==> src/rtl/multi_voice_mixer.sv <==
// Frame-synchronised voice mixer: issues per-frame sample requests and the beat tick,
// collects one sample per voice, attenuates, sums, saturates and presents the mix.
//
// state   | meaning
// --------+-------------------------------------------------------------
// COLLECT | latch voice samples, wait for the next sample request
// MIX     | accumulate one voice per cycle from the frame snapshot
// OUT     | saturated mix on sample_out, new_sample_generated high
module multi_voice_mixer #(
    parameter int NUM_VOICES   = 4,
    parameter int SAMPLE_WIDTH = 16,
    parameter int BEAT_COUNT   = 1000,
    parameter int BEAT_WIDTH   = 10
) (
    input  logic                               clk,
    input  logic                               reset,
    input  logic                               play,
    input  logic                               new_frame,
    input  logic [NUM_VOICES*SAMPLE_WIDTH-1:0] voice_samples,
    input  logic [NUM_VOICES-1:0]              voice_valid,
    input  logic [NUM_VOICES-1:0]              voice_enable,
    input  logic [3*NUM_VOICES-1:0]            gain_shift,
    output logic                               generate_next_sample,
    output logic                               beat,
    output logic [SAMPLE_WIDTH-1:0]            sample_out,
    output logic                               new_sample_generated,
    output logic                               clip,
    output logic [NUM_VOICES-1:0]              missed,
    output logic                               overrun
);

    localparam int SW    = SAMPLE_WIDTH;
    localparam int ACC_W = SW + $clog2(NUM_VOICES);
    localparam int IDX_W = (NUM_VOICES > 1) ? $clog2(NUM_VOICES) : 1;

    localparam logic [IDX_W-1:0]      LAST_IDX  = IDX_W'(NUM_VOICES - 1);
    localparam logic [BEAT_WIDTH-1:0] BEAT_LAST = BEAT_WIDTH'(BEAT_COUNT - 1);
    localparam logic [SW-1:0]         OUT_MAX   = {1'b0, {(SW-1){1'b1}}};
    localparam logic [SW-1:0]         OUT_MIN   = {1'b1, {(SW-1){1'b0}}};
    localparam logic signed [ACC_W-1:0] SAT_MAX = {{(ACC_W-SW+1){1'b0}}, {(SW-1){1'b1}}};
    localparam logic signed [ACC_W-1:0] SAT_MIN = {{(ACC_W-SW+1){1'b1}}, {(SW-1){1'b0}}};

    typedef enum logic [1:0] {S_COLLECT, S_MIX, S_OUT} state_t;

    state_t                  state_q, state_d;
    logic                    frame_d_q;
    logic                    gen_q, gen_d;
    logic [BEAT_WIDTH-1:0]   beat_cnt_q, beat_cnt_d;
    logic signed [SW-1:0]    hold_q [NUM_VOICES];
    logic signed [SW-1:0]    hold_d [NUM_VOICES];
    logic signed [SW-1:0]    snap_q [NUM_VOICES];
    logic signed [SW-1:0]    snap_d [NUM_VOICES];
    logic [NUM_VOICES-1:0]   got_q, got_d;
    logic [NUM_VOICES-1:0]   snap_got_q, snap_got_d;
    logic signed [ACC_W-1:0] acc_q, acc_d;
    logic [IDX_W-1:0]        idx_q, idx_d;
    logic [SW-1:0]           sample_q, sample_d;
    logic                    clip_q, clip_d;
    logic [NUM_VOICES-1:0]   missed_q, missed_d;
    logic                    overrun_q, overrun_d;

    logic                    beat_wrap;
    logic signed [SW-1:0]    shifted;
    logic signed [ACC_W-1:0] contrib;

    always_ff @(posedge clk) begin
        if (reset) begin
            state_q    <= S_COLLECT;
            frame_d_q  <= 1'b0;
            gen_q      <= 1'b0;
            beat_cnt_q <= '0;
            hold_q     <= '{default: '0};
            snap_q     <= '{default: '0};
            got_q      <= '0;
            snap_got_q <= '0;
            acc_q      <= '0;
            idx_q      <= '0;
            sample_q   <= '0;
            clip_q     <= 1'b0;
            missed_q   <= '0;
            overrun_q  <= 1'b0;
        end else begin
            state_q    <= state_d;
            frame_d_q  <= new_frame;
            gen_q      <= gen_d;
            beat_cnt_q <= beat_cnt_d;
            hold_q     <= hold_d;
            snap_q     <= snap_d;
            got_q      <= got_d;
            snap_got_q <= snap_got_d;
            acc_q      <= acc_d;
            idx_q      <= idx_d;
            sample_q   <= sample_d;
            clip_q     <= clip_d;
            missed_q   <= missed_d;
            overrun_q  <= overrun_d;
        end
    end

    always_comb begin
        state_d = state_q;
        case (state_q)
            S_COLLECT: if (gen_q) state_d = S_MIX;
            S_MIX:     if (idx_q == LAST_IDX) state_d = S_OUT;
            S_OUT:     state_d = S_COLLECT;
            default:   state_d = S_COLLECT;
        endcase
    end

    always_comb begin
        gen_d      = new_frame & ~frame_d_q;
        beat_wrap  = gen_q & play & (beat_cnt_q == BEAT_LAST);
        beat_cnt_d = beat_cnt_q;
        if (gen_q && play) begin
            beat_cnt_d = beat_wrap ? '0 : beat_cnt_q + 1'b1;
        end

        hold_d     = hold_q;
        snap_d     = snap_q;
        got_d      = got_q;
        snap_got_d = snap_got_q;
        acc_d      = acc_q;
        idx_d      = idx_q;
        sample_d   = sample_q;
        clip_d     = clip_q;
        missed_d   = missed_q;
        overrun_d  = overrun_q | (gen_q & (state_q != S_COLLECT));

        shifted = snap_q[idx_q] >>> gain_shift[idx_q*3 +: 3];
        contrib = (voice_enable[idx_q] & snap_got_q[idx_q] & play) ? ACC_W'(shifted) : '0;

        if (state_q == S_COLLECT) begin
            if (gen_q) begin
                snap_d     = hold_q;
                snap_got_d = got_q;
                got_d      = '0;
                acc_d      = '0;
                idx_d      = '0;
                missed_d   = missed_q | (voice_enable & ~got_q);
            end
            // Same-cycle valids belong to the next frame, so they land after the clear.
            for (int i = 0; i < NUM_VOICES; i++) begin
                if (voice_valid[i]) begin
                    hold_d[i] = voice_samples[i*SW +: SW];
                    got_d[i]  = 1'b1;
                end
            end
        end

        if (state_q == S_MIX) begin
            acc_d = acc_q + contrib;
            idx_d = idx_q + 1'b1;
            if (idx_q == LAST_IDX) begin
                if (acc_d > SAT_MAX) begin
                    sample_d = OUT_MAX;
                    clip_d   = 1'b1;
                end else if (acc_d < SAT_MIN) begin
                    sample_d = OUT_MIN;
                    clip_d   = 1'b1;
                end else begin
                    sample_d = acc_d[SW-1:0];
                    clip_d   = 1'b0;
                end
            end
        end
    end

    always_comb begin
        generate_next_sample = gen_q;
        beat                 = beat_wrap;
        sample_out           = sample_q;
        new_sample_generated = (state_q == S_OUT);
        clip                 = (state_q == S_OUT) & clip_q;
        missed               = missed_q;
        overrun              = overrun_q;
    end

endmodule

==> config.mk <==
export PLATFORM = sky130hd
export DESIGN_NAME = multi_voice_mixer
export DESIGN_NICKNAME = d
export VERILOG_FILES = /design/src/rtl/multi_voice_mixer.sv
export SDC_FILE = /design/constraint.sdc
export NUM_CORES = 1
export LEC_CHECK = 0
export ABC_AREA = 1
export BUFFER_PORTS_ARGS = -buffer_cell sky130_fd_sc_hd__buf_2
export CORE_MARGIN = 2
export CORE_UTILIZATION = 40
export CTS_CLUSTER_DIAMETER = 150
export CTS_CLUSTER_SIZE = 12
export DETAILED_ROUTE_END_ITERATION = 16
export HOLD_SLACK_MARGIN = 0.15
export PLACE_DENSITY = 0.6
export SLEW_MARGIN = 5
export SYNTH_ARGS = -nofsm -noshare
export SYNTH_HDL_FRONTEND = slang
export SYNTH_SLANG_ARGS = --single-unit
==> constraint.sdc <==
create_clock -name clk -period 6.2 [get_ports clk]
set_input_delay 0.62 -clock clk [delete_from_list [all_inputs] [get_ports clk]]
set_output_delay 0.62 -clock clk [all_outputs]
set_load 0.005 [all_outputs]
==> results.toml <==
[outcome]
status = "completed"

[die]
die_h_um = 153
coreArea_mm2 = 0.0218
initial_core_util_pct = 40.8
num_rows = 54
dieArea_mm2 = 0.0234
pin_count = 113
die_x_um = 153

[yosys]
synth_area_leaders = "dfxtp_1 43%, nor2_1 12%, nand2_1 11%"
synth_cell_types = 41
synth_top_area_cell = "dfxtp_1"
netlist_area_mm2 = 0.00890
synth_edf_count = 0
async_flop_share_pct = 0
yosysWarnings = 0
ys_seq_area_share_pct = 43.2
synth_ff_type = "dfxtp_1"
synth_seq_cells = 192
syn_nets = 1399
syn_avg_cell_area_um2 = 6.89
syn-instance-count = 1291
synth_top_area_share_pct = 43.2

[layout]
final_common_cell = "nor2_1"
multiInputGateArea_mm2 = 0.00446
final_cell_mix = "293 x nor2_1, 261 x nand2_1, 191 x dfxtp_1"
drive_above_1_share_pct = 12.5
fillers = 2332
fin_util_pct = 46.5
area_delta_synth_final_pct = 14.1
num-nets-final = 1467
ff_latch_area_mm2 = 0.00384
layout.cells.non_filler = 1652
antennaDiodeCount = 0

[sta]
drv_slew = 0
tns_ns = 0
setup_ws_ns = 1.49
skew_ns = 0.0238
rsz0062_at_grt = "false"
fin_crit_sh_pct = 76.0
tightest_slew_ns = 0.943
max-slew-margin-rel_pct = 36.9
finalSetupViolations = 0
finalHoldViolCount = 0
period_needed_ns = 4.71
fmax_mhz = 212

[worst_setup_path]
path_class = "flop to flop"
crit_start = "idx_q[0]"
critPathRequiredTime_ns = 6.50
start_kind = "flop"
crit_buf_inv = 2
path_max_fanout = 50
worstReg2RegStart = "idx_q[0]"
critical_path.max_stage_delay_ns = 0.87
cpMostUsedCell = "nand2_1"
endpoint_kind = "flop"
cp_slowest_cell = "dfxtp_2"
cp_top_family = "simple AND/OR/NAND/NOR gates"
worstPathArrival_ns = 5.01
path_cells = "inv_2 -> nand2_1 -> nand3_1 -> nand2_2 -> inv_1 -> o21ai_0 -> o21ai_1 -> o21ai_0 -> nor2_1 -> ha_1 -> fa_1 -> nand2_1 -> nand3_1 -> nand3_1 -> nand2_1 -> nand2_2 -> nand3_1 -> nand2_1 -> nand2_1 -> a21oi_4 -> a21oi_1"

[power]
ir_worst_vdd_uv = 156
p_total_mw = 2.81
cellLeakagePower_nw = 4.66
powerDensity_mw_per_mm2 = 277

[clock_network]
clk_path_buf_depth = 2
numCtsBuffers = 17
cts_tree = "done"
post_cts_buffers = 0
postCtsResizedCells = 0
cts_hold_buf = 0
htreeDepth = 4
cts_root_buf = "clkbuf_16"
clock_latency_ns = 0.44
clock_sinks = 192
clk_pin_slew_ns = 0.08

[placement]
dp_slack_ns = 1.53
gp_congestion = 0.895
dp_hpwl_um = 17700
portBuffers = 112
place_inst = 1620

[grt]
antenna_found_initial = 0
grt_max_degree = 84
overflow = 0
grt_pass1_wl_um = 39400
grt_use_total_pct = 20.8
grt_pass1_vias = 7511

[hold_path]
min_from = "frame_d_q"
hold_class = "flop to flop"

[routing]
viasPerCell = 5.01
wl_met1_um = 12000
via_count = 8283
wl_met2_um = 11000
routed_wl_um = 24300
drc = 0
ant_nets = 0
top_layer = "met4"
drt_iter0_markers = 573
wl_met3_um = 991
avgRoutedWirePerCell_um = 14.7
drt_pass1_iterations = 7

[flow_run]
cap_viol_max_count = 0
kinds of logic (layout without fill, tap and decap cells):
logic type	Yosys count	count (layout)	share of synthesized area (%)
fa+ha+maj	20	20	2.90
xor+xnor	15	15	1.48
compound gates	297	297	17.8
simple gates	625	625	27.8
buf+inv	142	223	6.75
flops	192	192	43.2
flip-flops by register name (all words and copies together) (netlist names):
name,count
hold_q,64
snap_q,64
acc_q,18
sample_out,16
beat_cnt_q,10
got_q,4
missed,4
snap_got_q,4
idx_q,2
state_q,2
clip_q,1
frame_d_q,1
generate_next_sample,1
overrun,1
path summary, 6_finish.rpt:
check                    endpoint  slack, ns  depth (start not counted)
max                 sample_out[6]       1.49                         21
min          generate_next_sample       0.39                          1
max reg2reg         sample_out[6]       1.49                         21
min reg2reg  generate_next_sample       0.39                          1
worst register-to-register path, delay by kind of cell, from the launching register on:
family / cells / cell delay, ns
AOI/OAI and AO/OA: 5 / 1.03
adders and majority gates: 2 / 0.65
and+or+nand+nor: 12 / 1.33
buffers and inverters: 2 / 0.70
DFF: 1 / 0.87
cell usage after synthesis, types with 3 or more instances:
master / instances
nand3_1: 46
buf_6: 5
o21a_1: 3
inv_1: 69
o21ai_0: 175
o21ai_1: 8
a21oi_1: 83
nor3_1: 6
nor2_1: 294
buf_4: 5
nand4_1: 4
xor2_1: 11
clkbuf_1: 49
a211oi_1: 6
buf_2: 9
nand2_2: 6
nand2_1: 261
xnor2_1: 4
inv_2: 4
a31oi_1: 8
ha_1: 19
a32o_1: 4
dfxtp_1: 192
report_power, final:
part / switching, mW / total (mW) / internal (mW)
clock: 0.522 / 1.16 / 0.634
combinational: 0.201 / 0.302 / 0.102
sequential: 0.0495 / 1.35 / 1.30
total: 0.772 / 2.81 / 2.04
through the flow:
step           area [um2]  hold slack [ns]
2_1_floorplan        8900            0.374
3_3_place_gp         9530            0.379
3_5_place_dp         9530            0.383
4_1_cts             10100            0.389
5_1_grt             10100            0.405
6_report            10100            0.392
routing by layer:
layer  vias up  global-route usage, %
met5         -                      0
met4         0                   4.98
met3        19                   3.26
met2       160                   32.8
met1      3785                   29.7
li1       4319                      -
layout make-up:
type | count | share of cell area, %
Clock inverter | 12 | 1.59
Timing Repair Buffer | 117 | 5.89
Clock buffer | 20 | 4.50
Inverter | 74 | 2.74
Tap cell | 280 | 3.45
Multi-Input combinational cell | 957 | 43.9
Sequential cell | 192 | 37.9
Note: power is estimated with default switching activity, not from simulation.
